**src/rtl/vender_pkg.sv**
```systemverilog
// Shared definitions for the vending datapath: debounce channel states, coin values
// and the downstream vender FSM state codes.
package vender_pkg;

  typedef enum logic [1:0] {
    IDLE    = 2'd0,
    QUAL_HI = 2'd1,
    HELD    = 2'd2,
    QUAL_LO = 2'd3
  } chan_state_t;

  localparam int NICKEL_VAL = 5;
  localparam int DIME_VAL   = 10;

  // Credit states of the vender Moore FSM (cents accumulated).
  typedef enum logic [1:0] {
    V_0C  = 2'd0,
    V_5C  = 2'd1,
    V_10C = 2'd2,
    V_15C = 2'd3
  } vender_state_t;

endpackage

```
**src/rtl/coin_debounce.sv**
```systemverilog
// One coin-sensor channel: 2-flop synchronizer, debounce FSM and qualify counter.
// Hold-time jam counter is built only when COIN_JAM_DETECT_EN is defined.
module coin_debounce
  import vender_pkg::*;
#(
  parameter int DEBOUNCE_CYCLES = 4,
  parameter int JAM_CYCLES      = 1000
) (
  input  logic clk,
  input  logic reset,
  input  logic raw_i,
  output logic event_o,
  output logic active_o,
  output logic jam_o
);

  localparam int CW = $clog2(DEBOUNCE_CYCLES + 1);
  localparam logic [CW-1:0] CNT_LAST = CW'(DEBOUNCE_CYCLES - 1);

  if (DEBOUNCE_CYCLES < 2 || DEBOUNCE_CYCLES > 255) begin : g_bad_debounce
    $error("coin_debounce: DEBOUNCE_CYCLES must be 2..255");
  end
  if (JAM_CYCLES < 1) begin : g_bad_jam
    $error("coin_debounce: JAM_CYCLES must be positive");
  end

  logic          sync1_q, s_q;
  chan_state_t   state_q, state_d;
  logic [CW-1:0] cnt_q, cnt_d;

  always_ff @(posedge clk) begin
    if (reset) begin
      sync1_q <= 1'b0;
      s_q     <= 1'b0;
      state_q <= IDLE;
      cnt_q   <= '0;
    end else begin
      sync1_q <= raw_i;
      s_q     <= sync1_q;
      state_q <= state_d;
      cnt_q   <= cnt_d;
    end
  end

  always_comb begin
    state_d = state_q;
    cnt_d   = cnt_q;
    unique case (state_q)
      IDLE: begin
        if (s_q) begin
          state_d = QUAL_HI;
          cnt_d   = CW'(1);
        end
      end
      QUAL_HI: begin
        if (!s_q)                  state_d = IDLE;
        else if (cnt_q == CNT_LAST) state_d = HELD;
        else                       cnt_d   = cnt_q + 1'b1;
      end
      HELD: begin
        if (!s_q) begin
          state_d = QUAL_LO;
          cnt_d   = CW'(1);
        end
      end
      QUAL_LO: begin
        if (s_q)                   state_d = HELD;
        else if (cnt_q == CNT_LAST) state_d = IDLE;
        else                       cnt_d   = cnt_q + 1'b1;
      end
      default: state_d = IDLE;
    endcase
  end

  always_comb begin
    event_o  = (state_q == QUAL_HI) && s_q && (cnt_q == CNT_LAST);
    active_o = (state_d != IDLE);
  end

`ifdef COIN_JAM_DETECT_EN
  localparam int HW = $clog2(JAM_CYCLES + 1);
  localparam logic [HW-1:0] HOLD_MAX = HW'(JAM_CYCLES);

  logic [HW-1:0] hold_q, hold_d;
  logic          jam_q, jam_d;

  always_ff @(posedge clk) begin
    if (reset) begin
      hold_q <= '0;
      jam_q  <= 1'b0;
    end else begin
      hold_q <= hold_d;
      jam_q  <= jam_d;
    end
  end

  // Hold count saturates at the threshold; jam is sticky until reset.
  always_comb begin
    hold_d = '0;
    if (state_q == HELD) hold_d = (hold_q == HOLD_MAX) ? hold_q : hold_q + 1'b1;
    jam_d = jam_q | (hold_d == HOLD_MAX);
  end

  assign jam_o = jam_q;
`else
  assign jam_o = 1'b0;
`endif

endmodule

```
**src/rtl/coin_pulse_conditioner.sv**
```systemverilog
// Coin front end: debounces nickel/dime sensors and emits exclusive one-cycle J/Y pulses.
// Optional jam detection is enabled by defining COIN_JAM_DETECT_EN.
module coin_pulse_conditioner
  import vender_pkg::*;
#(
  parameter int DEBOUNCE_CYCLES = 4,
  parameter int JAM_CYCLES      = 1000
) (
  input  logic clk,
  input  logic reset,
  input  logic raw_nickel,
  input  logic raw_dime,
  input  logic accept_en,
  output logic J,
  output logic Y,
  output logic busy,
  output logic jam
);

  logic ev_nk, ev_dm, act_nk, act_dm, jam_nk, jam_dm;

  coin_debounce #(.DEBOUNCE_CYCLES(DEBOUNCE_CYCLES), .JAM_CYCLES(JAM_CYCLES)) u_nickel (
    .clk(clk), .reset(reset), .raw_i(raw_nickel),
    .event_o(ev_nk), .active_o(act_nk), .jam_o(jam_nk)
  );

  coin_debounce #(.DEBOUNCE_CYCLES(DEBOUNCE_CYCLES), .JAM_CYCLES(JAM_CYCLES)) u_dime (
    .clk(clk), .reset(reset), .raw_i(raw_dime),
    .event_o(ev_dm), .active_o(act_dm), .jam_o(jam_dm)
  );

  assign jam = jam_nk | jam_dm;

  logic accept, avail_nk, avail_dm;
  logic pend_dm_q, pend_dm_d;
  logic j_q, j_d, y_q, y_d, busy_q, busy_d;

  // Events are arbitrated in the cycle they fire so a pulse lands on the qualifying edge.
  // Nickel always wins, so only a dime that lost needs to wait in pend_dm_q.
  always_comb begin
    accept    = accept_en & ~jam;
    avail_nk  = accept & ev_nk;
    avail_dm  = accept & (pend_dm_q | ev_dm);
    j_d       = avail_nk;
    y_d       = avail_dm & ~avail_nk;
    pend_dm_d = avail_dm & avail_nk;
    busy_d    = act_nk | act_dm | pend_dm_d;
  end

  always_ff @(posedge clk) begin
    if (reset) begin
      pend_dm_q <= 1'b0;
      j_q       <= 1'b0;
      y_q       <= 1'b0;
      busy_q    <= 1'b0;
    end else begin
      pend_dm_q <= pend_dm_d;
      j_q       <= j_d;
      y_q       <= y_d;
      busy_q    <= busy_d;
    end
  end

  assign J    = j_q;
  assign Y    = y_q;
  assign busy = busy_q;

endmodule

```
**config.mk**
```make
export PLATFORM = sky130hd
export DESIGN_NAME = coin_pulse_conditioner
export DESIGN_NICKNAME = d
export VERILOG_FILES = /design/src/rtl/vender_pkg.sv /design/src/rtl/coin_debounce.sv /design/src/rtl/coin_pulse_conditioner.sv
export SDC_FILE = /design/constraint.sdc
export NUM_CORES = 1
export LEC_CHECK = 0
export ABC_AREA = 1
export BUFFER_PORTS_ARGS = -buffer_cell sky130_fd_sc_hd__buf_4
export CORE_MARGIN = 4
export CORE_UTILIZATION = 53
export CTS_CLUSTER_DIAMETER = 100
export DETAILED_ROUTE_END_ITERATION = 10
export GPL_TIMING_DRIVEN = 0
export PLACE_DENSITY = 0.74
export RECOVER_POWER = 100
export SLEW_MARGIN = 10
export SYNTH_ARGS = -nofsm -noshare
export SYNTH_HDL_FRONTEND = slang
export SYNTH_SLANG_ARGS = --single-unit
```
**constraint.sdc**
```tcl
create_clock -name clk -period 1.6 [get_ports clk]
set_input_delay 0.24 -clock clk [delete_from_list [all_inputs] [get_ports clk]]
set_output_delay 0.24 -clock clk [all_outputs]
set_load 0.1 [all_outputs]
```
==> run metrics, run 1 <==
status finished clean; PostCTS Resize Cnt 0; syn_area_per_cell approximately 7.8 um^2; clk buf depth 2; Die Span Y between 40 and 50 um; Compound-Gate Fraction of Synth Area under 10%; number of global-route vias before repair about 480; Setup Crit Path Kind register to register; hold crit path type input pin to register; Die ar. 2050 um^2; Routed Wire Length 1110 um; CP startpoint kind register; area growth from synthesis to layout 11.0%; highest clock rate 754 MHz; CORE AREA about 1300 um^2; required time worst endpoint ~1.8 ns; RSZ-0062 raised after global routing no; post-layout min period roughly 1.3 ns; cells after synthesis between 90 and 100; n_diodes 0; Top FF cell, synth dfxtp_1; register bit total from synthesis 18; DRT Pass-1 Iters 4; post-synthesis xor/xnor area fraction 0%; GRT Overall Usage between 10% and 20%; Post-Synth Simple-Gate Area between 20% and 30%; adder-cell area share of the yosys netlist 6.79%; Synth top cells by count 18 x dfxtp_1, 18 x nand2_1, 16 x inv_1, 12 x nor2_1, 7 x nand3_1; worst slew pin tran 0.539 ns; largest family of logic cells by synthesized area simple AND/OR/NAND/NOR gates; initial antenna violation count 0; Critical Path AT 1.51 ns; mapped cell area between 700 and 800 um^2; via/cell ratio 4.74; overall power ~800 uW; DRC 0; row cnt 13; Final Hold Viols 0; post-CTS setup buffer count 0; Worst Hold Depth 3; buffers added on ports 6; Routed Antenna Nets 0; RR Endpoint pend_dm_q; Post-DP HPWL between 800 and 900 um; Netlist cell types 18; sum of negative setup slack 0 ns; starting density of the core between 50% and 60%; clock sink count 18; number of cells on the worst reg-to-reg path 7; asr flop ratio synth 0%; Nets between 100 and 150; Hold Crit Start raw_dime; relative slew slack approximately 64%; Clk Latency, worst-skew pair approximately 0.28 ns; first-pass GRT wire length around 2000 um; fin crit share roughly 83%; worst r2r src u_nickel.cnt_q[0]; largest net degree at the start of global routing 11; maximum vdd drop approximately 420 uV; CP endpoint kind register; reg-to-reg slack, setup between 0.2 and 0.3 ns; CTS tree done; # IOs 9; crit path max fanout 6; Leak around 0.00039 uW; share of cells above drive strength 1 between 10% and 20%; clk_skew roughly 0.0033 ns; top cells by area, synth dfxtp_1 49%, nand2_1 9.2%, inv_1 8.1%; final setup fails 0; Syn Nets about 100; global placement routability congestion 0.780; total grt overflow 0; Max Slew Vio Count 0; CTS Buf Count 3; Max Cap Viol 0; CTS H-Tree Depth 1; Root Buffer clkbuf_4; Vias between 500 and 600; Synth top area share a little under 50%; pwr/cell area 960 nW/um^2; EDFF count, synth 0; YS warnings 0; cell taking the most area after synthesis dfxtp_1; Clock transition at path regs about 0.090 ns; hold-critical path endpoint u_dime.sync1_q; Die X-Extent 45.3 um; Post-CTS Hold Buffers 0; post-synthesis sequential area ratio about 50%; Iter 0 DRT Violations 5; DR WL/cell a little over 9 um; mux share of post-synthesis cell area 0%
## per-stage QoR
step / cell area, um^2 / cells / hold slack, ns / setup slack, ns / utilization, %
floorplan: 737 / 95 / 0.347 / 0.380 / -
global placement: 801 / 116 / 0.391 / 0.356 / 61.5
detailed placement: 801 / 116 / 0.394 / 0.307 / 61.5
CTS: 837 / 120 / 0.138 / 0.285 / 64.3
global route: 818 / 120 / 0.140 / 0.146 / 62.9
finish: 818 / 120 / 0.150 / 0.275 / 62.9
## flip-flops by register name, summed over array words and instances, names as in the netlist
register / count
u_nickel.s_q: 1
u_dime.cnt_q: 3
u_dime.state_q: 2
J: 1
u_nickel.cnt_q: 3
busy: 1
u_nickel.sync1_q: 1
u_nickel.state_q: 2
pend_dm_q: 1
u_dime.s_q: 1
Y: 1
u_dime.sync1_q: 1
## report_power, final
group	internal (uW)	switching, uW
combinational	15.5	39.9
sequential	458	6.63
clock	138	128
total	612	174
## layer usage
layer / track usage (%) / wire length [um] / share of wire (%)
met3: 4.78 / 47 / 4.2
met5: 0 / 0 / 0
met4: 10.5 / 22 / 2.0
met1: 16.2 / 535 / 48
met2: 20.6 / 503 / 45
## how the worst max path moves through the flow
| stage | depth (start not counted) | start | slack [ns] | to |
|---|---|---|---|---|
| finish | 7 | u_nickel.cnt_q[0] | 0.27 | pend_dm_q |
| global placement | 4 | u_dime.cnt_q[0] | 0.36 | u_dime.cnt_q[2] |
| CTS | 4 | u_dime.cnt_q[0] | 0.28 | u_dime.cnt_q[2] |
| global route | 7 | u_nickel.cnt_q[0] | 0.15 | pend_dm_q |
| detailed placement | 4 | u_dime.cnt_q[0] | 0.31 | u_dime.cnt_q[2] |
| floorplan | 4 | u_dime.cnt_q[0] | 0.38 | u_dime.cnt_q[2] |
## cells by family after synthesis
group                      Yosys count
and+or+nand+nor                     42
buffers and inverters               20
DFF                                 18
AOI/OAI and AO/OA                   10
adders and majority gates            4
other                                1
## placed cells by master, fill, tap and decap left out, types with 3 or more instances in the layout
cell	netlist	layout
buf_4	2	4
nand3_1	7	8
a21oi_1	3	3
dfxtp_1	18	18
nor2_1	12	12
clkbuf_4	0	3
ha_1	4	4
inv_1	16	16
clkbuf_2	0	3
nand2_1	18	19
o21ai_0	4	4
## worst max-delay path, cell delays in order (launching register included)
cell	delay (ns)
dfxtp_1	0.34
ha_1	0.21
ha_1	0.17
nand2_1	0.17
inv_2	0.04
nand3_1	0.11
nor2_2	0.04
and2_0	0.14
## area by class of cell
class / count / area [um^2]
clock buffer: 4 / 36.3
multi-input combinational: 57 / 287
sequential: 18 / 360
timing repair buffer: 6 / 37.5
fill: 127 / 483
inverter: 18 / 67.6
tap: 15 / 18.8
buffer: 2 / 11.3
Note: power is estimated with default switching activity, not from simulation.
==> run 2, diff against run 1 <==
Settings changed: CORE_UTILIZATION 53 to 48, PLACE_DENSITY 0.74 to 0.71.
Clock period 1.6 ns to 1.1 ns, I/O delays scaled along.
==> run metrics, run 2 (same netlist as run 1, synthesis figures left out) <==
status finished with violations; failing checks negative setup slack; CORE AREA roughly 1400 um^2; largest stage delay on the critical path 0.35 ns; clk_skew roughly 0.0050 ns; final core occ between 70 and 80%; most frequent cells in the layout 16 x inv_1, 15 x nand2_1, 14 x dfxtp_1; DR WL/cell around 10 um; row cnt 13; GRT Overall Usage a little over an eighth; crit path cell chain ha_4 > ha_4 > nand2_4 > inv_4 > nand3_4 > nor2_4 > and2_1; Post-CTS Hold Buffers 0; Net Switching roughly 270 uW; # IOs 9; switch share between 20% and 30%; Worst path slowest cell dfxtp_2; DRC 0; Die X-Extent 47.2 um; CTS H-Tree Depth 1; Post-DP HPWL between 800 and 900 um; fin crit share 104%; internal power ~900 uW; Leak 0.000427 uW; CP most frequent cell ha_4; worst path buffer plus inverter count 1; required time worst endpoint 1.30 ns; Critical Path AT about 1.3 ns; DRT Pass-1 Iters 3; Nets between 100 and 150; starting density of the core 53.9%; post-layout min period roughly 1.1 ns; Die Span Y about 47 um; clk buf depth 2; buffers added on ports 6; highest clock rate 878 MHz; CP endpoint kind register; first-pass GRT wire length around 2000 um; Max Slew Vio Count 0; RSZ-0062 raised after global routing yes; Iter 0 DRT Violations 6; Clock transition at path regs approximately 0.1 ns; via/cell ratio 4.74; Post-DP Area ~830 um^2; crit path max fanout 6; global placement routability congestion 0.725; Clock power frac between 30% and 40%; largest net degree at the start of global routing 11; Final Cell Area 983 um^2; area growth from synthesis to layout 33.4%; Final Worst Setup Slack -0.0396 ns; Root Buffer clkbuf_4; crit-path leading delay family flip-flops; hold crit path type input pin to register; maximum vdd drop 825 uV; final setup fails 3; initial antenna violation count 0; Routed Wire Length 1220 um; fillers 100; CP startpoint kind register; CTS tree done; total grt overflow 0; Vias between 500 and 600; Setup Crit Path Kind register to register; Routed Antenna Nets 0; Clk Latency, worst-skew pair 0.29 ns; clock sink count 18; Max Cap Viol 0; logic gate share of total power approximately 8.2%; number of global-route vias before repair around 530; pwr/cell area around 1200 nW/um^2; n_diodes 0; most common cell after layout, fill and taps aside inv_1; Final Hold Viols 0; Die ar. around 2200 um^2; share of cells above drive strength 1 roughly a third; Regs by FF count u_dime.cnt_q: 3 flops, u_nickel.cnt_q: 3 flops; CTS Buf Count 3; DP Worst Slack -0.0826 ns; Reg power frac a little under 60%
## run 2: cell count changes in the layout (fill, tap and decap cells not counted), moves of 2 or more
cell      change
dfxtp_2       +4
dfxtp_1       -4
nand3_2       +2
ha_4          +4
o21ai_0       -4
buf_4         +3
ha_1          -4
nand3_1       -3
buf_6         +2
nand2_1       -4
clkbuf_2      -3
nand2_2       +2
o21ai_1       +3
## run 2: per-stage QoR
| stage | power [uW] | hold slack (ns) | instances | TNS [ns] |
|---|---|---|---|---|
| 2_1_floorplan | 755 | 0.272 | 95 | -0.0226 |
| 3_3_place_gp | 775 | 0.367 | 116 | -0.362 |
| 3_5_place_dp | 777 | 0.375 | 116 | -0.529 |
| 4_1_cts | 1180 | 0.0633 | 121 | -0.0536 |
| 5_1_grt | 1230 | 0.0801 | 121 | -0.460 |
| 6_report | 1170 | 0.0736 | 121 | -0.0463 |
## run 2: worst reg2reg max path, delay by kind of cell, from the launching register on
kind / cells / cell delay [ns]
DFF: 1 / 0.35
buffers and inverters: 1 / 0.04
adders and majority gates: 2 / 0.32
and+or+nand+nor: 4 / 0.34
## run 2: repair_timing
action                     in CTS  in global routing
buffers inserted                1                  0
setup endpoints to repair       9                 12
pin swaps                       8                  5
resized for setup              12                 13
## run 2: area by class of cell
class	instances	area, um^2	share of cell area [%]
Buffer	2	15.0	1.53
Tap cell	15	18.8	1.91
Sequential cell	18	365	37.2
Inverter	18	70.1	7.12
Timing Repair Buffer	7	60.1	6.11
Multi-Input combinational cell	57	418	42.5
Clock buffer	4	36.3	3.69
## run 2: per-layer routing
metal / routed length, um / track usage, %
met1: 551 / 15.2
met2: 594 / 21.7
met3: 64 / 6.90
met4: 12 / 4.97
met5: 0 / 0
## run 2: worst paths after layout
kind                                        start        endpoint  slack, ns  cells after the start
worst max register to register  u_nickel.cnt_q[0]       pend_dm_q      -0.04                      7
worst max-delay path            u_nickel.cnt_q[0]       pend_dm_q      -0.04                      7
worst min register to register   u_nickel.sync1_q    u_nickel.s_q       0.41                      2
worst min-delay path                     raw_dime  u_dime.sync1_q       0.07                      3
## run 2: power groups by stage
stage	clock, uW	sequential [uW]	combinational (uW)
floorplan	0	702	53.0
global placement	0	691	83.8
detailed placement	0	691	85.1
CTS	415	678	91.3
global route	447	681	106
finish	396	679	96.0
